## src/rtl/lake_cfg_sequencer_pkg.sv

```systemverilog
// Shared types and sizing helpers for the configuration sequencer.
// Latency: n/a (declarations only).
// Backpressure: n/a.
// Contents: state enum (ERROR present only with LAKE_CFG_CHECKSUM_EN),
// default configuration word width, configuration word count function.
package lake_cfg_seq_pkg;

  localparam int DEF_CFG_WORD_WIDTH = 32;

`ifdef LAKE_CFG_CHECKSUM_EN
  typedef enum logic [2:0] {
    ST_IDLE  = 3'd0,
    ST_LOAD  = 3'd1,
    ST_FLUSH = 3'd2,
    ST_RUN   = 3'd3,
    ST_ERROR = 3'd4
  } state_t;
`else
  typedef enum logic [2:0] {
    ST_IDLE  = 3'd0,
    ST_LOAD  = 3'd1,
    ST_FLUSH = 3'd2,
    ST_RUN   = 3'd3
  } state_t;
`endif

  // Number of bus words needed to cover the configuration vector (ceiling).
  function automatic int num_words(input int mem_bits, input int word_bits);
    return (mem_bits + word_bits - 1) / word_bits;
  endfunction

endpackage

```

## src/rtl/lake_cfg_sequencer_if.sv

```systemverilog
// Configuration word bus between a loader (master) and the sequencer (slave).
// Latency: n/a (wires only).
// Backpressure: a word moves only on cycles where cfg_valid and cfg_ready are both high.
// Signals: cfg_start (load request), cfg_data/cfg_valid (word), cfg_ready (accept).
interface lake_cfg_sequencer_if #(
  parameter int W = 32
) ();
  logic         cfg_start;
  logic [W-1:0] cfg_data;
  logic         cfg_valid;
  logic         cfg_ready;

  modport master (output cfg_start, output cfg_data, output cfg_valid, input cfg_ready);
  modport slave  (input cfg_start, input cfg_data, input cfg_valid, output cfg_ready);
endinterface

```

## src/rtl/lake_cfg_sequencer_flush_timer.sv

```systemverilog
// Flush down-counter: loads count on start, then counts down to zero.
// Latency: active rises the cycle after start and stays high for count cycles.
// Backpressure: none; start reloads the counter unconditionally.
// Ports: clk, rst_n, start, count[7:0] in; active out (counter nonzero).
module lake_cfg_flush_timer (
  input  logic       clk,
  input  logic       rst_n,
  input  logic       start,
  input  logic [7:0] count,
  output logic       active
);
  logic [7:0] cnt;

  always_ff @(posedge clk or negedge rst_n) begin
    if (!rst_n) begin
      cnt <= 8'd0;
    end else if (start) begin
      cnt <= count;
    end else if (cnt != 8'd0) begin
      cnt <= cnt - 8'd1;
    end
  end

  assign active = (cnt != 8'd0);
endmodule

```

## src/rtl/lake_cfg_sequencer.sv

```systemverilog
// Loads a configuration vector word by word, commits it atomically, flushes, then runs.
// Latency: config_memory updates on the edge of the final handshake; flush follows for FLUSH_CYCLES, then run.
// Backpressure: cfg_ready is high only in LOAD; the loader may stall with cfg_valid low indefinitely.
// Ports: clk, rst_n; cfg (slave bus); config_memory, flush, run, busy, word_count, err.
// Optional feature macro: LAKE_CFG_CHECKSUM_EN (trailing XOR checksum word, ERROR state).
module lake_cfg_sequencer
  import lake_cfg_seq_pkg::*;
#(
  parameter int  CONFIG_MEMORY_SIZE = 512,
  parameter int  CFG_WORD_WIDTH     = DEF_CFG_WORD_WIDTH,
  parameter int  FLUSH_CYCLES       = 4,
  localparam int NUM_WORDS          = num_words(CONFIG_MEMORY_SIZE, CFG_WORD_WIDTH),
  localparam int WC_W               = $clog2(NUM_WORDS + 2)
) (
  input  logic                          clk,
  input  logic                          rst_n,
  lake_cfg_sequencer_if.slave           cfg,
  output logic [CONFIG_MEMORY_SIZE-1:0] config_memory,
  output logic                          flush,
  output logic                          run,
  output logic                          busy,
  output logic [WC_W-1:0]               word_count,
  output logic                          err
);
  localparam int SHADOW_W = NUM_WORDS * CFG_WORD_WIDTH;

  state_t              state;
  logic [SHADOW_W-1:0] shadow;
  logic [SHADOW_W-1:0] shadow_nxt;
  logic                hs;
  logic                start_ok;
  logic                go_flush;
  logic                flush_more;

  assign cfg.cfg_ready = (state == ST_LOAD);
  assign hs            = cfg.cfg_valid && (state == ST_LOAD);

`ifdef LAKE_CFG_CHECKSUM_EN
  logic [CFG_WORD_WIDTH-1:0] chk_acc;
  logic                      chk_word;
  logic                      err_q;

  assign start_ok = cfg.cfg_start &&
                    (state == ST_IDLE || state == ST_RUN || state == ST_ERROR);
  assign chk_word = (word_count == WC_W'(NUM_WORDS));
  assign go_flush = hs && chk_word && (cfg.cfg_data == chk_acc);
  assign err      = err_q;
`else
  assign start_ok = cfg.cfg_start && (state == ST_IDLE || state == ST_RUN);
  assign go_flush = hs && (word_count == WC_W'(NUM_WORDS - 1));
  assign err      = 1'b0;
`endif

  // Shadow with the current word merged in, so the final commit includes it.
  always_comb begin
    shadow_nxt = shadow;
    for (int k = 0; k < NUM_WORDS; k++) begin
      if (word_count == WC_W'(k)) begin
        shadow_nxt[k*CFG_WORD_WIDTH +: CFG_WORD_WIDTH] = cfg.cfg_data;
      end
    end
  end

  // The timer reports whether further flush cycles remain after the current
  // one, so it is loaded with one less than the flush length; this lets RUN
  // follow the last flush cycle with no gap.
  lake_cfg_flush_timer u_flush_timer (
    .clk    (clk),
    .rst_n  (rst_n),
    .start  (go_flush),
    .count  (8'(FLUSH_CYCLES - 1)),
    .active (flush_more)
  );

  always_ff @(posedge clk or negedge rst_n) begin
    if (!rst_n) begin
      state         <= ST_IDLE;
      shadow        <= '0;
      config_memory <= '0;
      word_count    <= '0;
      flush         <= 1'b0;
      run           <= 1'b0;
      busy          <= 1'b0;
`ifdef LAKE_CFG_CHECKSUM_EN
      chk_acc       <= '0;
      err_q         <= 1'b0;
`endif
    end else if (start_ok) begin
      state      <= ST_LOAD;
      word_count <= '0;
      run        <= 1'b0;
      busy       <= 1'b1;
`ifdef LAKE_CFG_CHECKSUM_EN
      chk_acc    <= '0;
      err_q      <= 1'b0;
`endif
    end else begin
      case (state)
        ST_LOAD: begin
          if (hs) begin
            shadow     <= shadow_nxt;
            word_count <= word_count + WC_W'(1);
`ifdef LAKE_CFG_CHECKSUM_EN
            if (!chk_word) chk_acc <= chk_acc ^ cfg.cfg_data;
`endif
            if (go_flush) begin
              config_memory <= shadow_nxt[CONFIG_MEMORY_SIZE-1:0];
              flush         <= 1'b1;
              state         <= ST_FLUSH;
            end
`ifdef LAKE_CFG_CHECKSUM_EN
            else if (chk_word) begin
              // Bad checksum: keep the old configuration, never flush.
              err_q <= 1'b1;
              busy  <= 1'b0;
              state <= ST_ERROR;
            end
`endif
          end
        end
        ST_FLUSH: begin
          if (!flush_more) begin
            flush <= 1'b0;
            run   <= 1'b1;
            busy  <= 1'b0;
            state <= ST_RUN;
          end
        end
        default: ;
      endcase
    end
  end
endmodule

```

## src/flat_wrapper.sv

```systemverilog
// flat-port wrapper written by rule: the top's interface ports become plain ports
module lake_cfg_sequencer_flat import lake_cfg_seq_pkg::*;
#(
  parameter int  CONFIG_MEMORY_SIZE = 512,
  parameter int  CFG_WORD_WIDTH     = DEF_CFG_WORD_WIDTH,
  parameter int  FLUSH_CYCLES       = 4,
  localparam int NUM_WORDS          = num_words(CONFIG_MEMORY_SIZE, CFG_WORD_WIDTH),
  localparam int WC_W               = $clog2(NUM_WORDS + 2)
)
  (clk, rst_n, config_memory, flush, run, busy, word_count, err, cfg_cfg_start, cfg_cfg_data, cfg_cfg_valid, cfg_cfg_ready);
  lake_cfg_sequencer_if #(.W((32))) cfg_i ();
  input  logic clk;
  input  logic rst_n;
  output logic [CONFIG_MEMORY_SIZE-1:0] config_memory;
  output logic flush;
  output logic run;
  output logic busy;
  output logic [WC_W-1:0] word_count;
  output logic err;
  input wire logic [$bits(cfg_i.cfg_start)-1:0] cfg_cfg_start;
  input wire logic [$bits(cfg_i.cfg_data)-1:0] cfg_cfg_data;
  input wire logic [$bits(cfg_i.cfg_valid)-1:0] cfg_cfg_valid;
  output wire logic [$bits(cfg_i.cfg_ready)-1:0] cfg_cfg_ready;
  assign cfg_i.cfg_start = cfg_cfg_start;
  assign cfg_i.cfg_data = cfg_cfg_data;
  assign cfg_i.cfg_valid = cfg_cfg_valid;
  assign cfg_cfg_ready = cfg_i.cfg_ready;
  lake_cfg_sequencer #(.CONFIG_MEMORY_SIZE(CONFIG_MEMORY_SIZE), .CFG_WORD_WIDTH(CFG_WORD_WIDTH), .FLUSH_CYCLES(FLUSH_CYCLES)) u_core (.clk(clk), .rst_n(rst_n), .cfg(cfg_i), .config_memory(config_memory), .flush(flush), .run(run), .busy(busy), .word_count(word_count), .err(err));
endmodule
```

## config.mk

```make
export PLATFORM = sky130hd
export DESIGN_NAME = lake_cfg_sequencer_flat
export DESIGN_NICKNAME = d
export VERILOG_FILES = /design/src/rtl/lake_cfg_sequencer_pkg.sv /design/src/rtl/lake_cfg_sequencer_if.sv /design/src/rtl/lake_cfg_sequencer_flush_timer.sv /design/src/rtl/lake_cfg_sequencer.sv /design/src/flat_wrapper.sv
export SDC_FILE = /design/constraint.sdc
export NUM_CORES = 2
export LEC_CHECK = 0
export CAP_MARGIN = 20
export CORE_AREA = 2 2 259 261
export DETAILED_ROUTE_END_ITERATION = 8
export DIE_AREA = 0 0 261 263
export DONT_BUFFER_PORTS = 1
export PLACE_DENSITY = 0.9
export SLEW_MARGIN = 10
export SYNTH_ARGS = -nofsm -noshare
export SYNTH_HDL_FRONTEND = slang
export SYNTH_SLANG_ARGS = --single-unit
```

## constraint.sdc

```tcl
create_clock -name clk -period 6.41 [get_ports clk]
set_input_delay 1.282 -clock clk [delete_from_list [all_inputs] [get_ports clk]]
set_output_delay 1.282 -clock clk [all_outputs]
set_load 0.005 [all_outputs]
```

# [Yosys cells after proc, flatten, opt, wreduce, memory -nomap -nowiden]
# Cells that the tools add are included.
[totals] ff_bits=1043 input_bits=36 out_inout_bits=522
[op_classes] n_addsub=2 n_eq_ne=25 muxes=35 n_bitwise=1 n_reduce_logical=19
[ops] op="$mux 32" n=16
[ops] op="$eq 5x4->1 const B" n=8
[ops] op="$eq 5x3->1 const B" n=4
[ops] op="$mux 8" n=2
[ops] op="$mux 5" n=3
[ops] op="$mux 3" n=4
[ops] op="$eq 5x2->1 const B" n=2
[ops] op="$reduce_bool 2->1" n=5
[ops] op="$mux 1" n=8
[ops] op="$reduce_and 4->1" n=2
[ops] op="$reduce_bool 8->1" n=1
[ops] op="$sub 8x1->8 const B" n=1
[ops] op="$eq 3x2->1 const B" n=2
[ops] op="$ne 2x1->1 const B" n=3
[ops] op="$ne 3x1->1 const B" n=2
[ops] op="$pmux 3 s2" n=1
[ops] op="$add 5x1->5 const B" n=1
[ops] op="$eq 5x1->1 const B" n=1
[ops] op="$logic_not 5->1" n=1
[ops] op="$reduce_and 5->1" n=1
[ops] op="$reduce_and 2->1" n=2
[ops] op="$eq 3x1->1 const B" n=1
[ops] op="$logic_and 1x1->1" n=3
[ops] op="$logic_not 3->1" n=1
[ops] op="other kinds (7)" n=7

# [Longest topological paths before layout]
[depth] word_depth=7 mapped_depth=10 mapped_depth_nobuf=6

# [By module]
# Synthesis repeated with hierarchy kept, for this count alone.
[hier_totals] hier_cells=3482 area_unflattened_um2=42583.3
[modules_own_cells] mod="lake_cfg_sequencer" n_inst=1 cells_each=3427 area_each_um2=42092.9 seq_area_each_um2=25074.0
[modules_own_cells] mod="lake_cfg_flush_timer" n_inst=1 cells_each=55 area_each_um2=490.5 seq_area_each_um2=200.2

# [Worst setup path after synthesis]
# Ideal clock, no wire load.
[synth_timing] kind="input to register" startpoint="input cfg_cfg_valid" endpoint="register u_core.shadow[100]" setup_ns=0.125 arrival_time_ns=2.511 required_ns=6.285 path_slack_ns=3.774 path_stages=4 n_path_buf=1 path_cell_list="or4b_4 nor2_2 buf_2 mux2_2"
[synth_between] elab_chain_cells=2
[synth_rtl] element="start: declaration" line_no="flat_wrapper.sv:22" rtl="input wire logic [$bits(cfg_i.cfg_valid)-1:0] cfg_cfg_valid;"
[synth_rtl] element="$logic_and 1x1->1" line_no="lake_cfg_sequencer.sv:36" rtl="assign hs = cfg.cfg_valid && (state == ST_LOAD);"
[synth_rtl] element="$reduce_and 3->1 (no source line)"
[synth_rtl] element="end signal: assignment" line_no="lake_cfg_sequencer.sv:101" rtl="shadow <= shadow_nxt;"
[synth_rtl] element="end: declaration" line_no="lake_cfg_sequencer.sv:28" rtl="logic [SHADOW_W-1:0] shadow;"
# Every way passes these cells.
# A chain may end at the register's enable or synchronous reset.

==> out/summary.txt <==
WP data required - 7.05 ns
Final design utilization - 0.7014
All-Layer GR Usage - 0.3197
First-pass GRT wire length - 169300 µm
Synth warn - 0
PostCTS Resize Cnt - 0
ANT nets after route - 0
Mapped Nets - 3526
Synthesized cell area - 0.04228 mm²
Clock H-tree levels - 3
Combinational Power Share - 0.016
Row cnt - 94
Pint - 10.09 mW
TritonCTS Buffers - 99
Pleak - 20.63 nW
Final Skew - 0.02619 ns
Ys async rst share - 1.000
Clk_lat worst skew - 0.65 ns
Synth-to-layout area growth - 8.881%
Vias in the first global route - 28400
GPL Wtd Cong - 0.8127
Die height - 263 µm
Routed length per instance - 26.23 µm
Port Buffers - 0
Mean Syn Cell Area - 12.15 µm²
# IOs - 558
Crit path DAT - 4.49 ns
Max Slew Vio Count - 0
Total chip power - 12.82 mW
Max VDD drop - 193.4 µV
Overflow left after global routing - 0
DRT Pass-1 Iters - 7
CP cell instances - buf_16 > buf_16 > buf_16 > buf_16
Final wirelength - 111400 µm
Via count - 27500
CTS Hold Bufs - 0
Initial antenna violation count - 1
Sequential power share - 0.502
Die Width - 261 µm
Reg-to-Reg End - u_core.config_memory[17]$_DFFE_PN0P_
FF-to-FF setup slack - 2.64 ns
Largest cells by area after synthesis - dfrtp_1 (60%), mux2_2 (12%), mux2i_1 (9.1%)
Post-synth EDFFs - 0
Share of the clock period used by the worst path after layout - 0.5997
Clk pwr share - 0.482
Worst-margin pin slew - 1.280 ns
Share of cells above drive strength 1 - 0.2096
DR iter-0 viols - 2736
Core area - 0.06563 mm²
Largest net degree at the start of global routing - 1011
PwrDens - 278.6 mW/mm²
Hold WC Path Type - input port to async pin
Max-slew headroom - 0.1468
WP buf/inv - 4
Cell count after synthesis - 3481
MaxCap Viol Count - 0
Net Switching - 2.733 mW
Worst setup EP type - async pin
Reg2reg start - u_core.word_count[2]$_DFFE_PN0P_
Clk root buf - clkbuf_16
DP Worst Slack - 2.675 ns
Most frequent cell on the critical path - buf_16
Leading area contributor after synthesis - dfrtp_1
Number of setup buffers added after CTS - 0
Sw Ratio - 0.2131
Starting Density - 0.6442
Post-synth top area share - 0.5978
Hold_ws - 0.3307 ns
Register bit total from synthesis - 1010
Die ar. - 0.06864 mm²
Post-synthesis sequential area ratio - 0.5978
Synth unique cells - 48
CTS clock-pin slew for the worst setup and hold paths - 0.06 ns
PnR worst setup slack - 2.566 ns
Crit start category - input port
Drt via density - 6.477
Max incr delay on CP - 0.82 ns
Net count, final - 3338
Final setup viols - 0
Detailed Place HPWL - 64290 µm
Setup_tns - 0 ns
Kind of critical path - input port to async pin
Worst reg2reg path depth - 6
Setup repair after global routing missed its margin - false
Period minus WS final - 3.844 ns
Clk sinks - 1010
Bufs on Longest Clock Path - 3
Crit-path slowest cell - buf_16
CTS tree - yes
Synth Flop Type - dfrtp_1
Top delay family on crit path - buffers and inverters
Crit path max fanout - 259
Hold Fails Final Rpt - 0
Outcome - complete, no violations
Drt drc - 0
Max Freq - 0.2601 GHz
[Yosys cell counts (4+ instances only)]
library cell,n
a21oi_1,9
and4bb_2,4
buf_1,4
buf_2,75
buf_4,53
buf_6,4
clkbuf_1,197
dfrtp_1,1010
ha_1,9
inv_1,11
mux2_1,22
mux2_2,458
mux2i_1,385
nand2_1,585
nand3_1,102
nand4b_1,4
nor2_1,11
nor2_2,7
nor4b_4,4
nor4bb_1,4
o211ai_1,100
o21ai_0,368
o21ai_1,20
[registers in the layout (all words and copies together) (netlist names)]
name / cells
u_core.run: 1
u_core.u_flush_timer.cnt: 8
u_core.state: 2
u_core.word_count: 5
u_core.flush: 1
u_core.busy: 1
u_core.config_memory: 512
u_core.shadow: 480
[layer usage]
metal | up-vias | global-route usage | share of wire | routed length [µm]
met4 | 2 | 0.1565 | 0.051 | 5722
met5 | - | 0 | 0.000072 | 8
met1 | 14270 | 0.4095 | 0.38 | 42370
met2 | 1288 | 0.5055 | 0.47 | 52880
li1 | 11620 | - | - | -
met3 | 327 | 0.08771 | 0.093 | 10380
[kinds of logic (layout without fill, tap and decap cells)]
group | count (synthesis) | count (layout) | share of synthesized area
other | 1 | 5 | 0.00008870
buffers and inverters | 344 | 241 | 0.03818
flip-flops | 1010 | 1010 | 0.5978
multiplexers | 865 | 865 | 0.2190
adder cells (fa/ha/maj) | 9 | 9 | 0.002664
AO/OA/AOI/OAI | 509 | 509 | 0.06703
AND/OR/NAND/NOR | 741 | 741 | 0.07481
XOR/XNOR | 2 | 2 | 0.0004144
[worst max-delay path by stage]
stage	start	end	slack, ns	cells after the start
after floorplan	cfg_cfg_valid	u_core.shadow[100]$_DFFE_PN0P_	3.77	4
after global placement	u_core.word_count[2]$_DFFE_PN0P_	u_core.config_memory[471]$_DFFE_PN0P_	2.84	6
after detailed placement	u_core.word_count[4]$_DFFE_PN0P_	u_core.config_memory[0]$_DFFE_PN0P_	2.67	6
after global routing	rst_n	u_core.config_memory[98]$_DFFE_PN0P_	2.03	4
final	rst_n	u_core.config_memory[107]$_DFFE_PN0P_	2.57	4
after CTS	u_core.word_count[4]$_DFFE_PN0P_	u_core.config_memory[21]$_DFFE_PN0P_	2.61	6
[worst reg2reg max path: cells and delay by family, from the launching register on]
kind	cells	cell delay, ns
AOI/OAI and AO/OA	1	0.58
adders and majority gates	1	0.24
buffers and inverters	2	1.38
DFF	1	0.75
and+or+nand+nor	2	0.64
[through the flow]
step	area, µm²	cells
after detailed placement	42250	4046
after CTS	45760	4232
after floorplan	42280	3481
after global routing	46020	4242
after global placement	42250	4046
final	46030	4246
[placed cells by master, fill, tap and decap left out, drive strengths merged, types with 2 or more instances in the layout]
cell type,count
nor4b,4
diode,4
a21oi,9
nor4bb,4
nand4bb,2
nand4b,4
clkinvlp,5
dfrtp,1010
nand2b,2
o22ai,2
ha,9
or3,2
buf,44
o21ai,388
nor2,18
nand3,102
nor4,2
o211ai,100
a21boi,2
inv,15
nor3,2
bufinv,11
a21o,2
mux2i,385
and4bb,4
mux2,480
or4,3
nand2,585
clkbuf,137
clkinv,29
and3,2
[cell type report]
| cell class | count | area (µm²) |
|---|---|---|
| antenna | 4 | 10.01 |
| clock buffer | 137 | 2883 |
| clock inverter | 49 | 628.1 |
| fill | 3939 | 19600 |
| inverter | 11 | 41.29 |
| multi-input combinational | 2127 | 15560 |
| sequential | 1010 | 25270 |
| tap | 864 | 1081 |
| timing repair buffer | 44 | 553.0 |
[power groups by stage]
stage	Clock, mW	Combinational (mW)	Sequential (mW)
detailed placement	0	0.0728	6.55
CTS	6.23	0.0769	6.44
global route	6.50	0.232	6.44
finish	6.18	0.201	6.44
global placement	0	0.0673	6.55
floorplan	0	0.126	6.55
No activity file was read; power rests on OpenSTA's default activity.
